## src/rtl/fadd_arbiter_if.sv

```systemverilog
// Requester, pipelined-adder and response signals of fadd_arbiter.
// master = requesters plus adder model side, slave = the arbiter itself.
interface fadd_arbiter_if #(
  parameter int CNT_W = 16
);
  logic             req0_valid;
  logic             req0_ready;
  logic [31:0]      req0_a;
  logic [31:0]      req0_b;
  logic             req0_op;
  logic             req1_valid;
  logic             req1_ready;
  logic [31:0]      req1_a;
  logic [31:0]      req1_b;
  logic             req1_op;
  logic [31:0]      fa_a;
  logic [31:0]      fa_b;
  logic             fa_op;
  logic [31:0]      fa_result;
  logic [31:0]      rsp_data;
  logic             rsp0_valid;
  logic             rsp1_valid;
  logic             idle;
  logic [CNT_W-1:0] cnt0;
  logic [CNT_W-1:0] cnt1;

  modport master (
    output req0_valid, req0_a, req0_b, req0_op,
    output req1_valid, req1_a, req1_b, req1_op,
    output fa_result,
    input  req0_ready, req1_ready, fa_a, fa_b, fa_op,
    input  rsp_data, rsp0_valid, rsp1_valid, idle, cnt0, cnt1
  );

  modport slave (
    input  req0_valid, req0_a, req0_b, req0_op,
    input  req1_valid, req1_a, req1_b, req1_op,
    input  fa_result,
    output req0_ready, req1_ready, fa_a, fa_b, fa_op,
    output rsp_data, rsp0_valid, rsp1_valid, idle, cnt0, cnt1
  );
endinterface

```

## src/rtl/fadd_arbiter.sv

```systemverilog
// Two-port round-robin arbiter in front of a fixed-latency FP adder, with id tag pipeline.
// Optional grant counters are enabled by defining FADD_ARB_STATS_EN.
module fadd_arbiter #(
  parameter int LATENCY = 4,
  parameter int CNT_W   = 16
) (
  input logic           clk,
  input logic           rst,
  fadd_arbiter_if.slave bus
);

  logic               last_q;  // 1: port 1 was granted most recently
  logic               gnt0;
  logic               gnt1;
  logic               gnt;
  logic [31:0]        fa_a_q;
  logic [31:0]        fa_b_q;
  logic               fa_op_q;
  logic [LATENCY-1:0] tag_v;
  logic [LATENCY-1:0] tag_id;
  logic               rsp0_q;
  logic               rsp1_q;

  always_comb begin
    gnt0 = rst & bus.req0_valid & (~bus.req1_valid | last_q);
    gnt1 = rst & bus.req1_valid & (~bus.req0_valid | ~last_q);
    gnt  = gnt0 | gnt1;
  end

  always_ff @(posedge clk or negedge rst) begin
    if (!rst) begin
      last_q  <= 1'b1;
      fa_a_q  <= '0;
      fa_b_q  <= '0;
      fa_op_q <= 1'b0;
      tag_v   <= '0;
      tag_id  <= '0;
      rsp0_q  <= 1'b0;
      rsp1_q  <= 1'b0;
    end else begin
      if (gnt) begin
        last_q  <= gnt1;
        fa_a_q  <= gnt1 ? bus.req1_a  : bus.req0_a;
        fa_b_q  <= gnt1 ? bus.req1_b  : bus.req0_b;
        fa_op_q <= gnt1 ? bus.req1_op : bus.req0_op;
      end
      // Tag leaves the last stage on the same edge the adder result becomes visible.
      tag_v[0]  <= gnt;
      tag_id[0] <= gnt1;
      for (int unsigned i = 1; i < LATENCY; i++) begin
        tag_v[i]  <= tag_v[i-1];
        tag_id[i] <= tag_id[i-1];
      end
      rsp0_q <= tag_v[LATENCY-1] & ~tag_id[LATENCY-1];
      rsp1_q <= tag_v[LATENCY-1] &  tag_id[LATENCY-1];
    end
  end

  assign bus.req0_ready = gnt0;
  assign bus.req1_ready = gnt1;
  assign bus.fa_a       = fa_a_q;
  assign bus.fa_b       = fa_b_q;
  assign bus.fa_op      = fa_op_q;
  assign bus.rsp_data   = bus.fa_result;
  assign bus.rsp0_valid = rsp0_q;
  assign bus.rsp1_valid = rsp1_q;
  assign bus.idle       = ~|tag_v;

`ifdef FADD_ARB_STATS_EN
  logic [CNT_W-1:0] cnt0_q;
  logic [CNT_W-1:0] cnt1_q;

  always_ff @(posedge clk or negedge rst) begin
    if (!rst) begin
      cnt0_q <= '0;
      cnt1_q <= '0;
    end else begin
      if (gnt0 && (cnt0_q != '1)) cnt0_q <= cnt0_q + CNT_W'(1);
      if (gnt1 && (cnt1_q != '1)) cnt1_q <= cnt1_q + CNT_W'(1);
    end
  end

  assign bus.cnt0 = cnt0_q;
  assign bus.cnt1 = cnt1_q;
`else
  assign bus.cnt0 = '0;
  assign bus.cnt1 = '0;
`endif

endmodule

```

## src/flat_wrapper.sv

```systemverilog
// flat-port wrapper written by rule: the top's interface ports become plain ports
module fadd_arbiter_flat 
#(
  parameter int LATENCY = 4,
  parameter int CNT_W   = 16
)
  (clk, rst, bus_req0_valid, bus_req0_a, bus_req0_b, bus_req0_op, bus_req1_valid, bus_req1_a, bus_req1_b, bus_req1_op, bus_fa_result, bus_req0_ready, bus_req1_ready, bus_fa_a, bus_fa_b, bus_fa_op, bus_rsp_data, bus_rsp0_valid, bus_rsp1_valid, bus_idle, bus_cnt0, bus_cnt1);
  fadd_arbiter_if #(.CNT_W(CNT_W)) bus_i ();
  input logic clk;
  input logic rst;
  input wire logic [$bits(bus_i.req0_valid)-1:0] bus_req0_valid;
  input wire logic [$bits(bus_i.req0_a)-1:0] bus_req0_a;
  input wire logic [$bits(bus_i.req0_b)-1:0] bus_req0_b;
  input wire logic [$bits(bus_i.req0_op)-1:0] bus_req0_op;
  input wire logic [$bits(bus_i.req1_valid)-1:0] bus_req1_valid;
  input wire logic [$bits(bus_i.req1_a)-1:0] bus_req1_a;
  input wire logic [$bits(bus_i.req1_b)-1:0] bus_req1_b;
  input wire logic [$bits(bus_i.req1_op)-1:0] bus_req1_op;
  input wire logic [$bits(bus_i.fa_result)-1:0] bus_fa_result;
  output wire logic [$bits(bus_i.req0_ready)-1:0] bus_req0_ready;
  output wire logic [$bits(bus_i.req1_ready)-1:0] bus_req1_ready;
  output wire logic [$bits(bus_i.fa_a)-1:0] bus_fa_a;
  output wire logic [$bits(bus_i.fa_b)-1:0] bus_fa_b;
  output wire logic [$bits(bus_i.fa_op)-1:0] bus_fa_op;
  output wire logic [$bits(bus_i.rsp_data)-1:0] bus_rsp_data;
  output wire logic [$bits(bus_i.rsp0_valid)-1:0] bus_rsp0_valid;
  output wire logic [$bits(bus_i.rsp1_valid)-1:0] bus_rsp1_valid;
  output wire logic [$bits(bus_i.idle)-1:0] bus_idle;
  output wire logic [$bits(bus_i.cnt0)-1:0] bus_cnt0;
  output wire logic [$bits(bus_i.cnt1)-1:0] bus_cnt1;
  assign bus_i.req0_valid = bus_req0_valid;
  assign bus_i.req0_a = bus_req0_a;
  assign bus_i.req0_b = bus_req0_b;
  assign bus_i.req0_op = bus_req0_op;
  assign bus_i.req1_valid = bus_req1_valid;
  assign bus_i.req1_a = bus_req1_a;
  assign bus_i.req1_b = bus_req1_b;
  assign bus_i.req1_op = bus_req1_op;
  assign bus_i.fa_result = bus_fa_result;
  assign bus_req0_ready = bus_i.req0_ready;
  assign bus_req1_ready = bus_i.req1_ready;
  assign bus_fa_a = bus_i.fa_a;
  assign bus_fa_b = bus_i.fa_b;
  assign bus_fa_op = bus_i.fa_op;
  assign bus_rsp_data = bus_i.rsp_data;
  assign bus_rsp0_valid = bus_i.rsp0_valid;
  assign bus_rsp1_valid = bus_i.rsp1_valid;
  assign bus_idle = bus_i.idle;
  assign bus_cnt0 = bus_i.cnt0;
  assign bus_cnt1 = bus_i.cnt1;
  fadd_arbiter #(.LATENCY(LATENCY), .CNT_W(CNT_W)) u_core (.clk(clk), .rst(rst), .bus(bus_i));
endmodule
```

## config.mk

```make
export PLATFORM = sky130hd
export DESIGN_NAME = fadd_arbiter_flat
export DESIGN_NICKNAME = d
export VERILOG_FILES = /design/src/rtl/fadd_arbiter_if.sv /design/src/rtl/fadd_arbiter.sv /design/src/flat_wrapper.sv
export SDC_FILE = /design/constraint.sdc
export NUM_CORES = 1
export LEC_CHECK = 0
export CAP_MARGIN = 20
export CORE_MARGIN = 10
export CORE_UTILIZATION = 31
export DETAILED_ROUTE_END_ITERATION = 10
export PLACE_DENSITY_LB_ADDON = 0.05
export SLEW_MARGIN = 20
export SYNTH_ARGS = -nofsm -noshare
export SYNTH_HDL_FRONTEND = slang
export SYNTH_SLANG_ARGS = --single-unit
```

## constraint.sdc

```tcl
create_clock -name clk -period 1.4 [get_ports clk]
set_clock_uncertainty 0.15 [all_clocks]
set_input_delay 0.14 -clock clk [delete_from_list [all_inputs] [get_ports clk]]
set_output_delay 0.14 -clock clk [all_outputs]
set_load 0.005 [all_outputs]
```

==> impl_results.md <==
* Vias in the first global route at 4,096
* Worst setup SP type: flop
* CTS Buffer Depth at 2
* Diodes inserted at 0
* Initial Util at 31.7%
* WL/cell at 21.5 µm
* CTS tree: built
* Overflow after GRT at 0
* Commonest non-fill, non-tap cell in the layout: clkdlybuf4s50_1
* Syn Std Cell Area at 0.00402 mm²
* Crit path max-delay family: flip-flops
* Largest net degree at the start of global routing at 64
* Core area at 0.0127 mm²
* Final setup fails at 68
* CP max stage cell: dfstp_2
* GP Congestion at 0.773
* XOR/XNOR Fraction of Synth Area at 0%
* Leak at 2.65 nW
* HPWL Detailed at 12.2 mm
* Vias at 4,009
* First-pass DRT Iterations at 4
* Setup WS post-layout at -0.151 ns
* DR DRC count at 0
* Clock Pin Slew Worst Setup and Hold Paths at 0.06 ns
* DIE AREA at 0.0179 mm²
* Crit path max fanout at 7
* H-tree levels at 3
* Unrepaired setup endpoints after global routing: yes
* Routed WL at 17.4 mm
* Worst VDD drop at 0.000581 V
* Final Cycle Share at 111%
* Setup Crit Path Kind: reg -> reg
* FP Rows at 41
* Normalized max-slew margin at 43.3%
* ANT nets after route at 0
* Crit. End Element: flop
* Pwr Total at 6.78 mW
* CTS root buf: clkbuf_16
* Max-Cap Viols at 0
* Cell chain of the critical path: and2_4, buf_12, clkbuf_16, o21ai_0, a31oi_1
* Power Density at 1040 mW/mm²
* Maximum clock frequency at 645 MHz
* Final std cells w/o fill at 812
* Final Hold Fails at 64
* Cell count after synthesis at 458
* DR iter-0 viols at 219
* Crit path time final at 1.55 ns
* YS warnings at 0
* Io pins at 300
* Die W at 134 µm
* Layout Nets at 802
* Area Overhead vs Synth at 61.8%
* Drt via density at 4.94
* Synth Area in Compound Gates at 18.7%
* Outcome: finished with violations
* Layout cells sized above 1 at 11.9%
* Hold_buf cts at 2
* Clock latency at the later pin of the worst-skew pair at 0.33 ns
* Mux contribution to synthesized area at 0%
* # port buffers at 203
* GRT Util Overall at 17.7%
* Post-synthesis sequential area ratio at 47.4%
* CTS Buf Count at 9
* CP peak stage delay at 0.56 ns
* Least-Margin Pin Slew at 0.851 ns
* Most frequent cells in the layout: clkdlybuf4s50_1, dfrtp_1, dlygate4sd2_1
* Post-synthesis register bit count at 76
* First-pass GRT wire length at 24.8 mm
* Crit path DAT at 1.65 ns
* Sink Count at 76
* Post-synthesis simple-gate area fraction at 15.5%
* CP bufs+invs at 2
* DP Cell Count at 784
* Type of the tightest min-delay check: in -> async
* Failing checks: hold timing, setup timing
* Final core utilization at 51.3%
* Antenna violations before repair at 0
* Worst Hold Margin at -0.0312 ns
* Largest family of logic cells by synthesized area: compound AO/OA/AOI/OAI gates
* Post-synthesis adder-cell area fraction at 0%
* Die Y at 134 µm
* Post-synthesis cell type count at 22
* Worst Path Required at 1.50 ns
* Post-synthesis average cell area at 8.77 µm²
* Max-slew violations at 0
-- worst reg2reg max path, stage by stage, from the launching register on --
cell	delay, ns
dfstp_2	0.56
and2_4	0.20
buf_12	0.15
clkbuf_16	0.17
o21ai_0	0.08
a31oi_1	0.17
-- kinds of logic (layout without fill, tap and decap cells) --
family / Yosys count / count (layout)
compound gates: 133 / 133
buf+inv: 108 / 259
flops: 76 / 76
simple gates: 140 / 140
other cells: 1 / 32
-- worst paths after layout --
check	startpoint	endpoint	slack [ns]	depth (start not counted)
setup / recovery	u_core.last_q$_DFFE_PN1P_	u_core.bus.fa_a[27]$_DFFE_PN0P_	-0.15	5
hold / removal	rst	u_core.bus.fa_b[30]$_DFFE_PN0P_	-0.03	2
setup reg to reg	u_core.last_q$_DFFE_PN1P_	u_core.bus.fa_a[27]$_DFFE_PN0P_	-0.15	5
hold reg to reg	u_core.tag_id[0]$_DFF_PN0_	u_core.tag_id[1]$_DFF_PN0_	0.20	0
max in group asynchronous	rst	u_core.last_q$_DFFE_PN1P_	0.50	4
min in group clk	rst	u_core.tag_id[0]$_DFF_PN0_	-0.02	3
-- metrics by stage --
stage               setup WS (ns)  instance area, µm²  setup TNS, ns  hold slack (ns)
floorplan                 0.00516                4130              0           -0.306
global placement           -0.336                6000         -19.17          -0.0345
detailed placement         -0.377                6000         -19.82          -0.0393
CTS                        -0.135                6210          -6.45          -0.0375
global route               -0.217                6500         -11.67          -0.0201
finish                     -0.151                6500          -6.89          -0.0312
-- Yosys cell counts --
master,count,area share [%]
buf_4,75,14
dfrtp_1,75,47
nor2_1,66,6.2
a31oi_1,65,10
nand3_1,65,8.1
o21ai_0,52,6.5
buf_2,20,2.5
o21ai_1,14,1.7
clkbuf_2,5,0.62
clkbuf_1,4,0.37
nand2_1,4,0.37
and2_1,2,0.31
buf_6,2,0.56
a21oi_1,1,0.12
and2_4,1,0.22
clkbuf_4,1,0.19
conb_1,1,0.093
dfstp_2,1,0.65
inv_1,1,0.093
nor2b_1,1,0.16
nor4_1,1,0.16
o21a_1,1,0.19
-- layout make-up --
class,instances,area [µm²]
Fill cell,1250,6170
Sequential cell,76,1900
Timing Repair Buffer,243,2520
Multi-Input combinational cell,305,1580
Clock inverter,2,10.0
Clock buffer,13,260
Tap cell,172,215
Inverter,1,3.75
-- where the power goes --
part / internal (mW) / switching (mW)
Combinational: 1.09 / 0.896
Clock: 1.28 / 0.876
Sequential: 2.49 / 0.146
-- registers in the layout (all words and copies together), names as in the netlist --
signal / flops
u_core.tag_id: 4
u_core.bus.fa_a: 32
u_core.last_q: 1
u_core.bus.rsp1_valid: 1
u_core.bus.fa_b: 32
u_core.bus.fa_op: 1
u_core.bus.rsp0_valid: 1
u_core.tag_v: 4
-- what timing repair did --
action / 4_1_cts / 5_1_grt
buffers inserted: 2 / 1
gates resized for setup: 82 / 41
setup endpoints to repair: 135 / 68
pin swaps: 2 / 21
cloned: 0 / 8
endpoints found under the hold margin: 77 / 1
-- layer usage --
metal / GRT usage [%] / vias up / wire length [µm]
li1: - / 1873 / -
met2: 30.9 / 189 / 9010
met4: 5.38 / 0 / 298
met3: 6.01 / 22 / 1350
met5: 0 / - / 0
met1: 19.9 / 1925 / 6760
(Power assumes the default switching activity.)
